## src/rtl/if_stage.sv

```systemverilog
// RV32I instruction-fetch stage: PC register, IF/ID pipeline register with stall/flush/redirect,
// misaligned-redirect trap substitution and a count of delivered instructions.
module if_stage #(
    parameter int unsigned     XLEN      = 32,
    parameter logic [XLEN-1:0] RESET_PC  = 32'h0000_0000,
    parameter logic [XLEN-1:0] TRAP_VEC  = 32'h0000_0100,
    parameter logic [XLEN-1:0] NOP_INSTR = 32'h0000_0013,
    parameter int unsigned     CNT_W     = 32
) (
    input  logic             clk,
    input  logic             reset,
    input  logic             stall_i,
    input  logic             flush_i,
    input  logic             redirect_i,
    input  logic [XLEN-1:0]  redirect_pc_i,
    output logic [XLEN-1:0]  imem_addr_o,
    input  logic [XLEN-1:0]  imem_rd_i,
    output logic [XLEN-1:0]  instr_d_o,
    output logic [XLEN-1:0]  pc_d_o,
    output logic [XLEN-1:0]  pc_plus4_d_o,
    output logic             valid_d_o,
    output logic             misalign_o,
    output logic [CNT_W-1:0] fetch_count_o
);

    logic [XLEN-1:0]  r_pc, w_pc_next, w_pc_plus4;
    logic [XLEN-1:0]  r_instr, w_instr_next;
    logic [XLEN-1:0]  r_pc_d, w_pc_d_next;
    logic [XLEN-1:0]  r_pc4_d, w_pc4_d_next;
    logic             r_valid, w_valid_next;
    logic             r_misalign, w_misalign_next;
    logic [CNT_W-1:0] r_count, w_count_next;
    logic             w_bad_target;

    assign w_pc_plus4   = r_pc + XLEN'(4);
    assign w_bad_target = redirect_i && (redirect_pc_i[1:0] != 2'b00);

    always_comb begin
        w_pc_next       = w_pc_plus4;
        w_misalign_next = w_bad_target;
        if (redirect_i) begin
            w_pc_next = w_bad_target ? TRAP_VEC : redirect_pc_i;
        end else if (stall_i) begin
            w_pc_next = r_pc;
        end
    end

    // A redirect squashes the word fetched on the wrong path, so it bubbles IF/ID like a flush.
    always_comb begin
        w_instr_next = r_instr;
        w_pc_d_next  = r_pc_d;
        w_pc4_d_next = r_pc4_d;
        w_valid_next = r_valid;
        w_count_next = r_count;
        if (redirect_i || flush_i) begin
            w_instr_next = NOP_INSTR;
            w_pc_d_next  = '0;
            w_pc4_d_next = '0;
            w_valid_next = 1'b0;
        end else if (!stall_i) begin
            w_instr_next = imem_rd_i;
            w_pc_d_next  = r_pc;
            w_pc4_d_next = w_pc_plus4;
            w_valid_next = 1'b1;
            w_count_next = r_count + CNT_W'(1);
        end
    end

    always_ff @(posedge clk or posedge reset) begin
        if (reset) begin
            r_pc       <= RESET_PC;
            r_instr    <= NOP_INSTR;
            r_pc_d     <= '0;
            r_pc4_d    <= '0;
            r_valid    <= 1'b0;
            r_misalign <= 1'b0;
            r_count    <= '0;
        end else begin
            r_pc       <= w_pc_next;
            r_instr    <= w_instr_next;
            r_pc_d     <= w_pc_d_next;
            r_pc4_d    <= w_pc4_d_next;
            r_valid    <= w_valid_next;
            r_misalign <= w_misalign_next;
            r_count    <= w_count_next;
        end
    end

    assign imem_addr_o   = r_pc;
    assign instr_d_o     = r_instr;
    assign pc_d_o        = r_pc_d;
    assign pc_plus4_d_o  = r_pc4_d;
    assign valid_d_o     = r_valid;
    assign misalign_o    = r_misalign;
    assign fetch_count_o = r_count;

endmodule

```

## config.mk

```make
export PLATFORM = sky130hd
export DESIGN_NAME = if_stage
export DESIGN_NICKNAME = d
export VERILOG_FILES = /design/src/rtl/if_stage.sv
export SDC_FILE = /design/constraint.sdc
export NUM_CORES = 1
export LEC_CHECK = 0
export CORE_MARGIN = 8
export CORE_UTILIZATION = 51
export DETAILED_ROUTE_END_ITERATION = 16
export PLACE_DENSITY = 0.92
export SLEW_MARGIN = 5
export SYNTH_ARGS = -nofsm -noshare
export SYNTH_HDL_FRONTEND = slang
export SYNTH_SLANG_ARGS = --single-unit
```

## constraint.sdc

```tcl
create_clock -name clk -period 13.7 [get_ports clk]
set_input_delay 2.74 -clock clk [delete_from_list [all_inputs] [get_ports clk]]
set_output_delay 2.74 -clock clk [all_outputs]
set_load 0.01 [all_outputs]
```

Word-level counts from Yosys, hierarchy flattened
Cells that the tools add are included.

word-level totals
  flip-flop bits (word level) = 162

operators by class
  eq/ne operators = 2
  bitwise logic cells = 2
  mux-type cells = 10
  reduce and logical (&&, ||, !) cells = 4
  add/subtract/negate cells = 2

operator list
  kind                                                   number
  two-way mux 32 bit                                     8
  adder 32 x 1 -> 32 bit, second input constant          1
  adder 32 x 3 -> 32 bit, second input constant          1
  inequality test 2 x 1 -> 1 bit, second input constant  2
  two-way mux 1 bit                                      2
  inverter 1 bit                                         2
  AND reduction 2 bit                                    1
  nonzero test 2 bit                                     1
  logical AND 1 bit                                      1
  logical OR 1 bit                                       1

Longest topological paths before layout
  word-level depth = 4
  gate-level depth with buffers = 8
  mapped depth without buffers = 6

Least setup slack after synthesis
OpenSTA, ideal clock, no wires.

  kind = in2reg
  from = in redirect_i
  to = reg r_count[17], in the netlist fetch_count_o[17]
  cell stages on the path = 8
  data arrival time = 4.179 ns
  setup slack = 9.396 ns
  data required time = 13.575 ns
  cells stage by stage = clkbuf_1 -> nor3_2 -> and3_1 -> buf_2 -> and3_1 -> buf_2 -> nand4_1 -> xnor2_1

on the way
  word-level cells in the longest chain between the ends = 3

ends and longest elaborated chain
  element                        RTL line  source
  from (decl)                    14        input logic redirect_i,
  logical OR 1 bit               55        if (redirect_i || flush_i) begin
  inverter 1 bit (no line)       --
  AND reduction 2 bit (no line)  --
  to (signal assigned)           85        r_count <= w_count_next;
  to (decl)                      32        logic [CNT_W-1:0] r_count, w_count_next;

No other way between the ends.
A chain may end at the register's enable or synchronous reset.

Final worst setup path
  from = in stall_i
  to = reg r_count[23], in the netlist fetch_count_o[23]

on the way
  word-level cells in the longest chain between the ends = 2

ends and longest elaborated chain
  element                        RTL line  source
  from (decl)                    12        input logic stall_i,
  inverter 1 bit (no line)       --
  AND reduction 2 bit (no line)  --

No other way between the ends.

==> results.json <==
{
  "grt_pass1_vias": 6508,
  "yosys.area.top_type_share_pct": 52.7,
  "num_rows": 44,
  "worst_r2r_endpoint": "imem_addr_o[22]$_DFFE_PP0N_",
  "cts_tree": "built",
  "initial_core_util_pct": 51.7,
  "fin_worst_skew_ns": 0.00784,
  "path_cells": "buf_4 -> buf_4 -> nor3_2 -> and3_1 -> and3_1 -> and3_1 -> xor2_1",
  "max_slew_margin_pct": 38.4,
  "fin_crit_sh_pct": 35.3,
  "syn_to_final_growth_pct": 39.4,
  "grt_setup_unrepaired": "false",
  "cts_hold_buffers": 0,
  "p_per_area_nw_per_um2": 108,
  "grt_pass1_wl_mm": 34.6,
  "drive_gt1_share_pct": 5.74,
  "core-area_um2": 14400,
  "hold_violations": 0,
  "finalSetupViolCount": 0,
  "boundaryPins": 231,
  "drt-initial-drc-count": 466,
  "fin_area_um2": 10400,
  "critical_path.top_delay_family": "buffers and inverters",
  "routed_via_density": 5.56,
  "end_kind": "flip-flop",
  "postCtsResizedCells": 0,
  "dr.pass1.iters": 5,
  "hold_depth": 1,
  "crit_buf_inv": 2,
  "synthCells": 728,
  "fmax_ghz": 0.207,
  "place.gp.congestion": 0.908,
  "numCtsBuffers": 17,
  "portBuffers": 230,
  "slew_violations": 0,
  "synth_top_area_cell": "dfrtp_1",
  "cp_max_fo": 46,
  "synth.area.top_cells": "dfrtp_1 53%, mux2i_1 8.6%, xnor2_1 6.7%, nor2_1 4.5%, xor2_1 3.6%",
  "syn_avg_cell_area_um2": 10.2,
  "async_flop_share_pct": 100,
  "critPathLaunchType": "primary input",
  "drc": 0,
  "ys_warn_count": 0,
  "cp_common_cell": "and3_1",
  "dpl-instance-area_um2": 9800,
  "worstPathRequired_ns": 14.02,
  "final_core_utilization_pct": 72.0,
  "die_area_um2": 18700,
  "p_leak_nw": 4.37,
  "finalNetCount": 998,
  "antenna_found_initial": 2,
  "synth_seq_cells": 160,
  "rrSetupSlack_ns": 11.23,
  "cpPeakStageDelay_ns": 0.69,
  "cts_setup_buffers": 0,
  "arrival_ns": 5.15,
  "tightest_slew_ns": 0.924,
  "peakVddDrop_mv": 0.115,
  "synth_nets": 799,
  "slowest_stage": "buf_4",
  "timing.critical_path.to": "fetch_count_o[23]$_DFFE_PP0P_",
  "h-tree-depth": 4,
  "cts_buffer_depth": 2,
  "crit_cells": 7,
  "clock_latency_ns": 0.43,
  "dieHeight_um": 137,
  "grt_overflow_total": 0,
  "grt_max_degree": 89,
  "synth_edf_count": 0,
  "syn-cell-area_um2": 7450,
  "status": "finished, final reports clean",
  "ys_seq_area_share_pct": 53.8,
  "synth.distinct_cells": 40,
  "vias": 6253,
  "drv_cap": 0,
  "gr-usage-all-layers_pct": 23.6,
  "fin_crit_ns": 4.83,
  "die_w_um": 137,
  "post_drt_wl_per_cell_um": 19.7,
  "postRouteAntennaNets": 0,
  "critical_path_class": "primary input to flip-flop",
  "crit_path_start": "stall_i",
  "ys.flop_type": "dfrtp_1",
  "r2r_cells": 6,
  "clockRootBuffer": "clkbuf_16",
  "dp_hpwl_mm": 15.9,
  "min_path_type": "flip-flop to flip-flop",
  "tns_ns": 0,
  "path_clk_slew_ns": 0.07,
  "r2r_start": "imem_addr_o[2]$_DFFE_PP0N_",
  "wirelength_mm": 22.2,
  "clkSinkCount": 160
}
==> area by class of cell <==
class / instances / area [um2]
fillers: 1004 / 4030
flip-flops and latches: 160 / 4010
multi-input cells: 504 / 3180
repair buffers: 237 / 2350
clock buffers: 19 / 453
well taps: 184 / 230
clock inverters: 13 / 131
inverters: 7 / 31.3
diodes: 1 / 2.50
==> cells by family (layout without fill, tap and decap cells) <==
family / Yosys count / count (layout) / synth area share [%]
adders and majority gates: 2 / 2 / 0.336
buffers and inverters: 64 / 276 / 3.61
xor gates and xnor gates: 88 / 88 / 10.3
and+or+nand+nor: 265 / 265 / 17.5
AOI/OAI and AO/OA: 84 / 84 / 5.74
muxes: 65 / 65 / 8.75
DFF: 160 / 160 / 53.8
other: 0 / 1 / 0
==> per-layer routing <==
metal / global-route usage [%] / wire [um] / vias up
li1: - / - / 2860
met1: 28.5 / 8710 / 3078
met2: 38.6 / 11000 / 265
met3: 6.35 / 1850 / 48
met4: 11.0 / 598 / 2
met5: 0 / 10 / -
==> cells in the mapped netlist, drive strengths merged (3+ instances only) <==
master    n
a21oi    30
dfstp     3
nor4     12
xor2     31
and4      6
nor3     15
buf      17
o21ai    51
nor2     90
nand2    63
dfrtp   157
clkbuf   40
nor2b     5
mux2i    64
inv       6
and3     12
xnor2    57
nand3    28
nand4    21
==> placed cells by master, fill, tap and decap left out, types with 2 or more instances in the layout <==
cell               n
and4_1             6
clkinv_4           7
mux2i_1           64
o21a_1             2
ha_1               2
and3_1            12
xnor2_1           57
nand2_1           63
nand4_1           21
o21ai_1           21
nor4_1             9
xor2_1            31
clkbuf_8           2
a21oi_1           30
nand3_1           27
o21ai_0           30
or4_1              2
dfrtp_1          157
clkinvlp_4         3
inv_6              3
nor2_1            90
nor2b_1            5
inv_1              5
nor3_1            14
and2_1             2
clkbuf_16         17
nor4_2             2
clkdlybuf4s50_1  229
or2_2              2
dfstp_2            3
buf_4              8
==> report_power, final <==
group | internal, mW | total [mW] | leakage (nW) | switching [mW]
registers | 0.492 | 0.519 | 2.17 | 0.0271
clock network | 0.263 | 0.465 | 0.276 | 0.202
logic | 0.0758 | 0.143 | 1.92 | 0.0669
total | 0.831 | 1.13 | 4.37 | 0.296
==> sequential cells by signal (all words and copies together), names as in the netlist <==
register	flops
instr_d_o	32
imem_addr_o	32
fetch_count_o	32
pc_plus4_d_o	30
pc_d_o	32
misalign_o	1
valid_d_o	1
==> metrics by stage <==
stage / power [mW] / hold WS [ns] / std cells / worst slack (ns)
after floorplan: 0.589 / 0.508 / 728 / 6.65
after global placement: 0.667 / 0.468 / 1092 / 8.43
after detailed placement: 0.671 / 0.474 / 1092 / 8.40
after CTS: 1.14 / 0.487 / 1124 / 8.87
after global routing: 1.17 / 0.502 / 1125 / 8.75
final: 1.13 / 0.487 / 1125 / 8.87
==> how the worst min path moves through the flow <==
stage                                          endpoint                           from  slack (ns)
after global placement    fetch_count_o[31]$_DFFE_PP0P_  fetch_count_o[31]$_DFFE_PP0P_        0.47
after global routing      fetch_count_o[31]$_DFFE_PP0P_  fetch_count_o[31]$_DFFE_PP0P_        0.50
after detailed placement  fetch_count_o[31]$_DFFE_PP0P_  fetch_count_o[31]$_DFFE_PP0P_        0.47
after CTS                 fetch_count_o[31]$_DFFE_PP0P_  fetch_count_o[31]$_DFFE_PP0P_        0.49
after floorplan           fetch_count_o[31]$_DFFE_PP0P_  fetch_count_o[31]$_DFFE_PP0P_        0.51
final                     fetch_count_o[31]$_DFFE_PP0P_  fetch_count_o[31]$_DFFE_PP0P_        0.49
(Power assumes the default switching activity.)
